[config.mk]
export PLATFORM = sky130hd
export DESIGN_NAME = router_pkt_reg_flat
export DESIGN_NICKNAME = d
export VERILOG_FILES = /design/src/rtl/router_pkt_if.sv /design/src/rtl/router_pkt_reg.sv /design/src/flat_wrapper.sv
export SDC_FILE = /design/constraint.sdc
export NUM_CORES = 1
export LEC_CHECK = 0
export ABC_AREA = 1
export ABC_CLOCK_PERIOD_IN_PS = 2280
export CORE_UTILIZATION = 58
export DETAILED_ROUTE_END_ITERATION = 10
export HOLD_SLACK_MARGIN = 0.08
export PLACE_DENSITY = 0.84
export SETUP_SLACK_MARGIN = 0.3
export SLEW_MARGIN = 20
export SYNTH_ARGS = -nofsm -noshare
export SYNTH_HDL_FRONTEND = slang
export SYNTH_SLANG_ARGS = --single-unit
[constraint.sdc]
create_clock -name clock -period 2.28 [get_ports clock]
set_clock_uncertainty 0.05 [all_clocks]
set_input_delay 0.684 -clock clock [delete_from_list [all_inputs] [get_ports clock]]
set_output_delay 0.684 -clock clock [all_outputs]
set_load 0.01 [all_outputs]
[src/rtl/router_pkt_if.sv]
// router_pkt_if: beat-level bus between the router input port, the packet
// register and the selected channel FIFO.
//
// Handshake: a beat on data_in/pkt_valid is taken on a rising clock edge
// whenever busy is low during that cycle; while busy is high the source holds
// data_in and pkt_valid unchanged. write_enb qualifies dout for exactly one
// cycle per beat, and the FIFO only sees it while fifo_full is low.
interface router_pkt_if #(
  parameter int DW = 8,
  parameter int AW = 2
);
  logic          pkt_valid;
  logic [DW-1:0] data_in;
  logic          fifo_full;
  logic [DW-1:0] dout;
  logic          write_enb;
  logic [AW-1:0] dest;
  logic          busy;
  logic          parity_done;
  logic          err;
  logic          len_err;
  logic          drop;

  // Source / FIFO side
  modport master (
    output pkt_valid, data_in, fifo_full,
    input  dout, write_enb, dest, busy, parity_done, err, len_err, drop
  );

  // Packet register side
  modport slave (
    input  pkt_valid, data_in, fifo_full,
    output dout, write_enb, dest, busy, parity_done, err, len_err, drop
  );
endinterface

[src/rtl/router_pkt_reg.sv]
// router_pkt_reg: decodes the header beat, forwards header/payload/parity
// beats to the FIFO write bus through a one-beat skid register, accumulates
// XOR parity and reports parity, length and address errors.
//
// Optional feature macro: ROUTER_LEN_CHECK_EN builds the payload counter and
// the length compare; without it len_err is tied low.
//
// The header is decoded in the IDLE cycle that sees pkt_valid=1, so the
// header is accepted in its first cycle and busy is only high in DONE or
// while the skid register holds a beat.
module router_pkt_reg #(
  parameter int DW     = 8,
  parameter int AW     = 2,
  parameter int NUM_CH = 3
) (
  input  logic       clock,
  input  logic       resetn,
  router_pkt_if.slave bus,
  output logic [1:0] dbg_state
);
  localparam int LW = DW - AW;
  localparam logic [AW:0] NUM_CH_W = NUM_CH[AW:0];

  typedef enum logic [1:0] {IDLE, PAY, DONE, DROP} state_t;

  state_t        state_q, state_d;
  logic [DW-1:0] dout_q, dout_d;
  logic          we_q, we_d;
  logic [AW-1:0] dest_q, dest_d;
  logic          busy_q, busy_d;
  logic          pd_q, pd_d;
  logic          err_q, err_d;
  logic          drop_q, drop_d;
  logic [DW-1:0] hold_q, hold_d;
  logic          hold_v_q, hold_v_d;
  logic [DW-1:0] par_q, par_d;
  logic [DW-1:0] rx_q, rx_d;
`ifdef ROUTER_LEN_CHECK_EN
  logic [LW-1:0] cnt_q, cnt_d;
  logic [LW-1:0] len_q, len_d;
  logic          len_err_q, len_err_d;
`endif

  logic accept;
  logic fwd;

  // Next-state logic: FSM, skid register, parity/length tracking
  always_comb begin
    state_d  = state_q;
    dout_d   = dout_q;
    we_d     = 1'b0;
    dest_d   = dest_q;
    pd_d     = pd_q;
    err_d    = err_q;
    drop_d   = 1'b0;
    hold_d   = hold_q;
    hold_v_d = hold_v_q;
    par_d    = par_q;
    rx_d     = rx_q;
    fwd      = 1'b0;
`ifdef ROUTER_LEN_CHECK_EN
    cnt_d     = cnt_q;
    len_d     = len_q;
    len_err_d = len_err_q;
`endif

    // A beat is sampled only when not stalled; IDLE only takes a header.
    accept = !busy_q && ((state_q == IDLE) ? bus.pkt_valid
                                            : (state_q == PAY || state_q == DROP));

    // Drain the skid register as soon as the FIFO has room.
    if (hold_v_q && !bus.fifo_full) begin
      dout_d   = hold_q;
      we_d     = 1'b1;
      hold_v_d = 1'b0;
    end

    case (state_q)
      IDLE: begin
        if (accept) begin
          if ({1'b0, bus.data_in[AW-1:0]} < NUM_CH_W) begin
            dest_d = bus.data_in[AW-1:0];
            pd_d   = 1'b0;
            err_d  = 1'b0;
            par_d  = bus.data_in;
            fwd    = 1'b1;
`ifdef ROUTER_LEN_CHECK_EN
            len_d     = bus.data_in[DW-1:AW];
            cnt_d     = '0;
            len_err_d = 1'b0;
`endif
            state_d = PAY;
          end else begin
            state_d = DROP;
          end
        end
      end
      PAY: begin
        if (accept) begin
          fwd = 1'b1;
          if (bus.pkt_valid) begin
            par_d = par_q ^ bus.data_in;
`ifdef ROUTER_LEN_CHECK_EN
            if (cnt_q != {LW{1'b1}}) cnt_d = cnt_q + {{(LW-1){1'b0}}, 1'b1};
`endif
          end else begin
            rx_d    = bus.data_in;
            state_d = DONE;
          end
        end
      end
      DONE: begin
        pd_d  = 1'b1;
        err_d = (rx_q != par_q);
`ifdef ROUTER_LEN_CHECK_EN
        len_err_d = (cnt_q != len_q);
`endif
        state_d = IDLE;
      end
      DROP: begin
        if (accept && !bus.pkt_valid) begin
          drop_d  = 1'b1;
          state_d = IDLE;
        end
      end
      default: state_d = IDLE;
    endcase

    // Forwarded beat goes straight out, or into the skid register if full.
    if (fwd) begin
      if (bus.fifo_full) begin
        hold_d   = bus.data_in;
        hold_v_d = 1'b1;
      end else begin
        dout_d = bus.data_in;
        we_d   = 1'b1;
      end
    end

    busy_d = (state_d == DONE) || hold_v_d;
  end

  // State registers with synchronous active-low reset
  always_ff @(posedge clock) begin
    if (!resetn) begin
      state_q  <= IDLE;
      dout_q   <= '0;
      we_q     <= 1'b0;
      dest_q   <= '0;
      busy_q   <= 1'b0;
      pd_q     <= 1'b0;
      err_q    <= 1'b0;
      drop_q   <= 1'b0;
      hold_q   <= '0;
      hold_v_q <= 1'b0;
      par_q    <= '0;
      rx_q     <= '0;
`ifdef ROUTER_LEN_CHECK_EN
      cnt_q     <= '0;
      len_q     <= '0;
      len_err_q <= 1'b0;
`endif
    end else begin
      state_q  <= state_d;
      dout_q   <= dout_d;
      we_q     <= we_d;
      dest_q   <= dest_d;
      busy_q   <= busy_d;
      pd_q     <= pd_d;
      err_q    <= err_d;
      drop_q   <= drop_d;
      hold_q   <= hold_d;
      hold_v_q <= hold_v_d;
      par_q    <= par_d;
      rx_q     <= rx_d;
`ifdef ROUTER_LEN_CHECK_EN
      cnt_q     <= cnt_d;
      len_q     <= len_d;
      len_err_q <= len_err_d;
`endif
    end
  end

  assign bus.dout        = dout_q;
  assign bus.write_enb   = we_q;
  assign bus.dest        = dest_q;
  assign bus.busy        = busy_q;
  assign bus.parity_done = pd_q;
  assign bus.err         = err_q;
  assign bus.drop        = drop_q;
`ifdef ROUTER_LEN_CHECK_EN
  assign bus.len_err     = len_err_q;
`else
  assign bus.len_err     = 1'b0;
`endif
  assign dbg_state       = state_q;
endmodule

[src/flat_wrapper.sv]
// flat-port wrapper written by rule: the top's interface ports become plain ports
module router_pkt_reg_flat 
#(
  parameter int DW     = 8,
  parameter int AW     = 2,
  parameter int NUM_CH = 3
)
  (clock, resetn, dbg_state, bus_pkt_valid, bus_data_in, bus_fifo_full, bus_dout, bus_write_enb, bus_dest, bus_busy, bus_parity_done, bus_err, bus_len_err, bus_drop);
  router_pkt_if #(.DW(DW), .AW(AW)) bus_i ();
  input  logic clock;
  input  logic resetn;
  output logic [1:0] dbg_state;
  input wire logic [$bits(bus_i.pkt_valid)-1:0] bus_pkt_valid;
  input wire logic [$bits(bus_i.data_in)-1:0] bus_data_in;
  input wire logic [$bits(bus_i.fifo_full)-1:0] bus_fifo_full;
  output wire logic [$bits(bus_i.dout)-1:0] bus_dout;
  output wire logic [$bits(bus_i.write_enb)-1:0] bus_write_enb;
  output wire logic [$bits(bus_i.dest)-1:0] bus_dest;
  output wire logic [$bits(bus_i.busy)-1:0] bus_busy;
  output wire logic [$bits(bus_i.parity_done)-1:0] bus_parity_done;
  output wire logic [$bits(bus_i.err)-1:0] bus_err;
  output wire logic [$bits(bus_i.len_err)-1:0] bus_len_err;
  output wire logic [$bits(bus_i.drop)-1:0] bus_drop;
  assign bus_i.pkt_valid = bus_pkt_valid;
  assign bus_i.data_in = bus_data_in;
  assign bus_i.fifo_full = bus_fifo_full;
  assign bus_dout = bus_i.dout;
  assign bus_write_enb = bus_i.write_enb;
  assign bus_dest = bus_i.dest;
  assign bus_busy = bus_i.busy;
  assign bus_parity_done = bus_i.parity_done;
  assign bus_err = bus_i.err;
  assign bus_len_err = bus_i.len_err;
  assign bus_drop = bus_i.drop;
  router_pkt_reg #(.DW(DW), .AW(AW), .NUM_CH(NUM_CH)) u_core (.clock(clock), .resetn(resetn), .bus(bus_i), .dbg_state(dbg_state));
endmodule
# [Word-level counts from Yosys, hierarchy flattened]
# Index checks and enable logic that the tools add are counted.
# Widths: inputs -> output; s select.
[totals] ff_bits=42 latchBits=0 mem_count=0 out_inout_bits=18 elab_cells=71 ram_bits=0 romBits=0
[classes] mul=0 bitwise=2 n_shift=0 reduce_logical=17 n_addsub=0 eq_ne=9 mux=30 div_mod_pow=0 magnitude_cmp=1
[ops] operator="$mux 8" n=7
[ops] operator="$pmux 8 s2" n=1
[ops] operator="$mux 1" n=13
[ops] operator="$mux 2" n=5
[ops] operator="$reduce_and 3->1" n=3
[ops] operator="$ne 8x8->1" n=1
[ops] operator="$pmux 2 s4" n=1
[ops] operator="$xor 8x8->8" n=1
[ops] operator="$eq 2x2->1 const B" n=3
[ops] operator="$pmux 1 s2" n=3
[ops] operator="$reduce_and 5->1" n=1
[ops] operator="$ne 2x1->1 const B" n=2
[ops] operator="$ne 2x2->1 const B" n=2
[ops] operator="$reduce_and 2->1" n=2
[ops] operator="$reduce_bool 2->1" n=2
[ops] operator="$logic_and 1x1->1" n=3
[ops] operator="$logic_not 1->1" n=3
[ops] operator="$eq 2x1->1 const B" n=1
[ops] operator="$logic_not 2->1" n=1
[ops] operator="$logic_or 1x1->1" n=2
[ops] operator="$lt 2x2->1 const B" n=1
[ops] operator="$not 1->1" n=1

# [Logic depth before layout (Yosys ltp)]
[logic_depth] ltp_word=9 ltp_mapped=9 depth_no_buf=8

# [Worst setup path before layout]
# No wires, ideal clock.
[synth_path] kind="in2reg" start="in bus_fifo_full" end="reg u_core.dout_q[5], in the netlist u_core.bus.dout[5]" n_path_buf=2 stages=9 required_time_ns=2.160 t_arrival_ns=1.473 setup_slack_ns=0.686 setup_ns=0.070 cell_sequence="buf_2 inv_1 buf_2 nand3_1 nand2_1 nand2_1 o21ai_0 nand2_1 a21oi_1"
[synth_via] elab_chain_len=5
[synth_rtl] element="from (decl)" line_no="flat_wrapper.sv:15" rtl="input wire logic [$bits(bus_i.fifo_full)-1:0] bus_fifo_full;"
[synth_rtl] element="$logic_not 1->1" line_no="router_pkt_reg.sv:72" rtl="if (hold_v_q && !bus.fifo_full) begin"
[synth_rtl] element="$logic_and 1x1->1" line_no="router_pkt_reg.sv:72"
[synth_rtl] element="$mux 8" line_no="router_pkt_reg.sv:72"
[synth_rtl] element="$mux 8" line_no="router_pkt_reg.sv:131" rtl="if (bus.fifo_full) begin"
[synth_rtl] element="$mux 8 (*)" line_no="router_pkt_reg.sv:130" rtl="if (fwd) begin"
[synth_rtl] element="to (signal assigned)" line_no="router_pkt_reg.sv:165" rtl="dout_q <= dout_d;"
[synth_rtl] element="to (decl)" line_no="router_pkt_reg.sv:27" rtl="logic [DW-1:0] dout_q, dout_d;"
# Mark *: on every way between the ends. The rest lies on a longest branch, timed or not.
# A chain may end at the register's enable or synchronous reset.

# [Worst setup path after layout]
[layout_path] start="in bus_data_in[1]" end="reg u_core.par_q[7]"
[layout_via] elab_chain_len=3
[layout_rtl] element="from (decl)" line_no="flat_wrapper.sv:14" rtl="input wire logic [$bits(bus_i.data_in)-1:0] bus_data_in;"
[layout_rtl] element="$lt 2x2->1" line_no="router_pkt_reg.sv:81" rtl="if ({1'b0, bus.data_in[AW-1:0]} < NUM_CH_W) begin"
[layout_rtl] element="$ne 2x2->1 (no line)"
[layout_rtl] element="$reduce_and 5->1 (no line)"
[layout_rtl] element="to (signal assigned)" line_no="router_pkt_reg.sv:174" rtl="par_q <= par_d;"
[layout_rtl] element="to (decl)" line_no="router_pkt_reg.sv:36" rtl="logic [DW-1:0] par_q, par_d;"
# No other way between the ends.

==> impl_summary.log <==
[metrics] Layout Cells excl Fill: 376
[metrics] detailed-routing iteration count for the pre-antenna-repair pass: 5
[metrics] Num CTS Buffers: 5
[metrics] share of final-layout standard cells stronger than drive strength 1: a little over a tenth
[metrics] Layout Cell Area excl Fill: between 0.002 and 0.003 mm²
[metrics] number of nets produced by synthesis: 308
[metrics] Yosys warnings: 0
[metrics] top-level I/O count: 30
[metrics] RSZ-0062 raised after global routing: false
[metrics] leading cell type in the layout, fill and taps excluded: sky130_fd_sc_hd__nand2_1
[metrics] overall via count from detail_route: roughly 2000
[metrics] CP Launch Point: bus_data_in[1]
[metrics] Final WS setup: 0.497 ns
[metrics] sequential cell area: 846 µm²
[metrics] Cell Rows: 21
[metrics] top sig layer: met4
[metrics] ratio of final minimum period to clock period: 78.2%
[metrics] final setup TNS: 0 ns
[metrics] average wire length per cell after detail routing: ~14 µm
[metrics] launching element type of the critical path: primary input
[metrics] power per cell area: 771 mW/mm²
[metrics] combinational cell fraction of total power: 29.6%
[metrics] number of nets in the final layout: 342
[metrics] wire length on met2: 2590 µm
[metrics] die area: 0.00383 mm²
[metrics] post-synthesis register bit count: between 40 and 50
[metrics] Die Y: 61.9 µm
[metrics] H-tree levels: 2
[metrics] kind of capture point of the worst setup path: register
[metrics] largest cells by area after synthesis: sky130_fd_sc_hd__dfxtp_1 (40%), sky130_fd_sc_hd__nand2_1 (14%), sky130_fd_sc_hd__a21oi_1 (9.2%)
[metrics] capture point of the worst path: u_core.par_q[7]$_SDFFE_PN0P_
[metrics] worst slack at placement: 0.146 ns
[metrics] Cell Count Post-Placement: between 300 and 400
[metrics] max-cap violations: 0
[metrics] DRC viols: 0
[metrics] share of Yosys cell area claimed by the top area cell type: between 40% and 50%
[metrics] detail-routed via count per cell: 5.47
[metrics] Worst IR Drop VDD: 0.490 mV
[metrics] Final HPWL DP: ~3600 µm
[metrics] Hold Fails Final Rpt: 0
[metrics] max frequency: 561 MHz
[metrics] average instance area after synthesis: 7.02 µm²
[metrics] Die Span X: 61.9 µm
[metrics] Register-to-Register Path Depth: 7
[metrics] r2r endpoint: u_core.par_q[7]$_SDFFE_PN0P_
[metrics] Post-Syn Instances: between 200 and 300
[metrics] Top FF cell, synth: sky130_fd_sc_hd__dfxtp_1
[metrics] antenna fix cells: 0
[metrics] total cell area at the placement stage: 0.00243 mm²
[metrics] number of global-route vias before repair: 1843
[metrics] internal power consumption: around 1300 µW
[metrics] number of distinct standard cells referenced by the synthesized netlist: 25
[metrics] launch instance of the worst min-delay path: u_core.bus.dest[1]$_SDFFE_PN0P_
[metrics] share of async-settable or async-resettable flops after synthesis: 0%
[metrics] initial core utilization: 61.3%
[metrics] global-route wire length before repair: 8060 µm
[metrics] pin count of the biggest net entering global routing: 26
[metrics] total congestion overflow: 0
[metrics] Psw: 645 µW
[metrics] insertion delay to the later sink of the worst-skew pair: 0.36 ns
[metrics] met1 WL: 2100 µm
[metrics] CTS max path bufs: 2
[metrics] global placer's final weighted congestion: 0.828
[metrics] portion of the post-synthesis area used by sequential elements: 40.5%
[metrics] Core Region: 0.00339 mm²
[metrics] detailed-route wire length: 5090 µm
[metrics] arrival time of the worst setup path: between 2 and 2.5 ns
[metrics] setup slack on the worst flop-to-flop path: 0.62 ns
[metrics] area taken by multi-input logic gates: 0.00106 mm²
[metrics] clock root buffer master: sky130_fd_sc_hd__clkbuf_4
[metrics] starting DRC count in detailed routing: 176
[metrics] commonest non-fill, non-tap cells in the layout: sky130_fd_sc_hd__nand2_1 (78), sky130_fd_sc_hd__dfxtp_1 (40), sky130_fd_sc_hd__a21oi_1 (38)
[metrics] standby leakage power: roughly 0.0012 µW
[metrics] Required @ worst endpoint: 2.53 ns
[metrics] routed length on met3: 305 µm
[metrics] ANT nets after route: 0
[metrics] cell type with the largest total area after synthesis: sky130_fd_sc_hd__dfxtp_1
[metrics] post-layout minimum cycle time: ~1.8 ns
[metrics] Setup Crit Path Kind: primary input to register
[metrics] count of flip-flops with a built-in enable after synthesis: 0
[metrics] top fanout value on the critical path: 24
[metrics] Syn Std Cell Area: 0.00208 mm²
[metrics] status: finished, final reports clean
[metrics] setup-violating endpoint count in the final report: 0
[metrics] initial antenna violation count: 0
[metrics] overall fraction of global-route tracks in use: ~29%
[metrics] WHS: 0.400 ns
[metrics] Final Max Tran Viols: 0
[metrics] CTS tree: done
[metrics] signed area change from the synthesized netlist to the final layout: 21.1%
[metrics] clk sink count: 42
[metrics] number of buffers inserted by port buffering: 28
[metrics] part of the total power dissipated in sequential elements: 45.1%
[metrics] switching power as a share of total power: 33.2%
[metrics] number of filler instances in the final layout: 280
[metrics] register clock-pin slew on the reported worst setup and hold paths: ~0.12 ns
[metrics] Hold WC Path Type: register to register
[metrics] worst reg2reg path startpoint: u_core.dbg_state[1]$_SDFF_PN0_
[metrics] Clock power frac: 25.3%
-- routing by layer --
| layer | global-route usage, % | vias to the layer above |
|---|---|---|
| li1 | - | 1031 |
| met1 | 33.3 | 940 |
| met2 | 51.3 | 75 |
| met3 | 7.66 | 10 |
| met4 | 14.6 | 0 |
| met5 | 0 | - |
-- synthesized netlist by cell type (4+ instances only) --
cell / count
sky130_fd_sc_hd__a21oi_1: 38
sky130_fd_sc_hd__buf_2: 4
sky130_fd_sc_hd__clkbuf_1: 4
sky130_fd_sc_hd__dfxtp_1: 42
sky130_fd_sc_hd__inv_1: 22
sky130_fd_sc_hd__inv_2: 5
sky130_fd_sc_hd__nand2_1: 78
sky130_fd_sc_hd__nand3_1: 33
sky130_fd_sc_hd__nor2_1: 8
sky130_fd_sc_hd__o21ai_0: 24
sky130_fd_sc_hd__o21ai_1: 6
sky130_fd_sc_hd__xnor2_1: 5
sky130_fd_sc_hd__xor2_1: 8
-- critical path: stages --
cell	delay [ns]
sky130_fd_sc_hd__clkdlybuf4s50_1	0.43
sky130_fd_sc_hd__nand2_1	0.15
sky130_fd_sc_hd__nand4_4	0.12
sky130_fd_sc_hd__nand2_4	0.23
sky130_fd_sc_hd__buf_4	0.19
sky130_fd_sc_hd__nand3_1	0.09
sky130_fd_sc_hd__a21oi_1	0.13
-- sequential cells by signal, indices dropped and copies added, names as in the netlist, 2 cells and up --
signal,count
u_core.bus.dest,2
u_core.par_q,8
u_core.rx_q,8
u_core.bus.dout,8
u_core.dbg_state,2
u_core.hold_q,8
-- logic make-up (layout without fill, tap and decap cells) --
kind of cell / count (synthesis) / after routing / synth area share, %
buffers and inverters: 41 / 75 / 8.73
AND/OR/NAND/NOR: 131 / 131 / 28.8
XOR/XNOR: 13 / 13 / 5.48
other: 1 / 1 / 0.180
flip-flops: 42 / 42 / 40.5
AO/OA/AOI/OAI: 68 / 68 / 16.4
-- timing repair --
item	CTS	global route
endpoints found under the hold margin	0	0
setup buffers	1	0
hold buffers	0	0
endpoints found under the setup margin	13	5
gates resized for setup	15	5
-- through the flow --
stage / power (µW) / util [%]
6_report: 1940 / 74.3
5_1_grt: 2070 / 74.3
4_1_cts: 1940 / 73.9
3_5_place_dp: 1470 / 71.6
3_3_place_gp: 1450 / 71.6
2_1_floorplan: 1280 / -
-- layout make-up --
type	count	share of cell area, %
multi-input combinational	213	41.9
sequential	42	33.6
timing repair buffer	41	14.9
inverter	27	4.03
tap	46	2.29
clock buffer	6	2.04
clock inverter	1	1.19
-- worst min-delay path by stage --
| stage | slack [ns] | cells past startpoint | end |
|---|---|---|---|
| 5_1_grt | 0.42 | 2 | u_core.bus.dest[1]$_SDFFE_PN0P_ |
| 3_5_place_dp | 0.39 | 2 | u_core.bus.dest[1]$_SDFFE_PN0P_ |
| 2_1_floorplan | 0.39 | 2 | u_core.hold_q[2]$_SDFFE_PN0P_ |
| 3_3_place_gp | 0.38 | 2 | u_core.bus.dest[1]$_SDFFE_PN0P_ |
| 4_1_cts | 0.40 | 2 | u_core.bus.dest[1]$_SDFFE_PN0P_ |
| 6_report | 0.40 | 2 | u_core.bus.dest[1]$_SDFFE_PN0P_ |
-- power groups by stage --
stage,clock (µW),combinational [µW],sequential [µW]
2_1_floorplan,0,387,897
3_3_place_gp,0,560,890
3_5_place_dp,0,576,894
4_1_cts,498,574,873
5_1_grt,537,646,884
6_report,492,575,874
No activity file was read; power rests on OpenSTA's default activity.
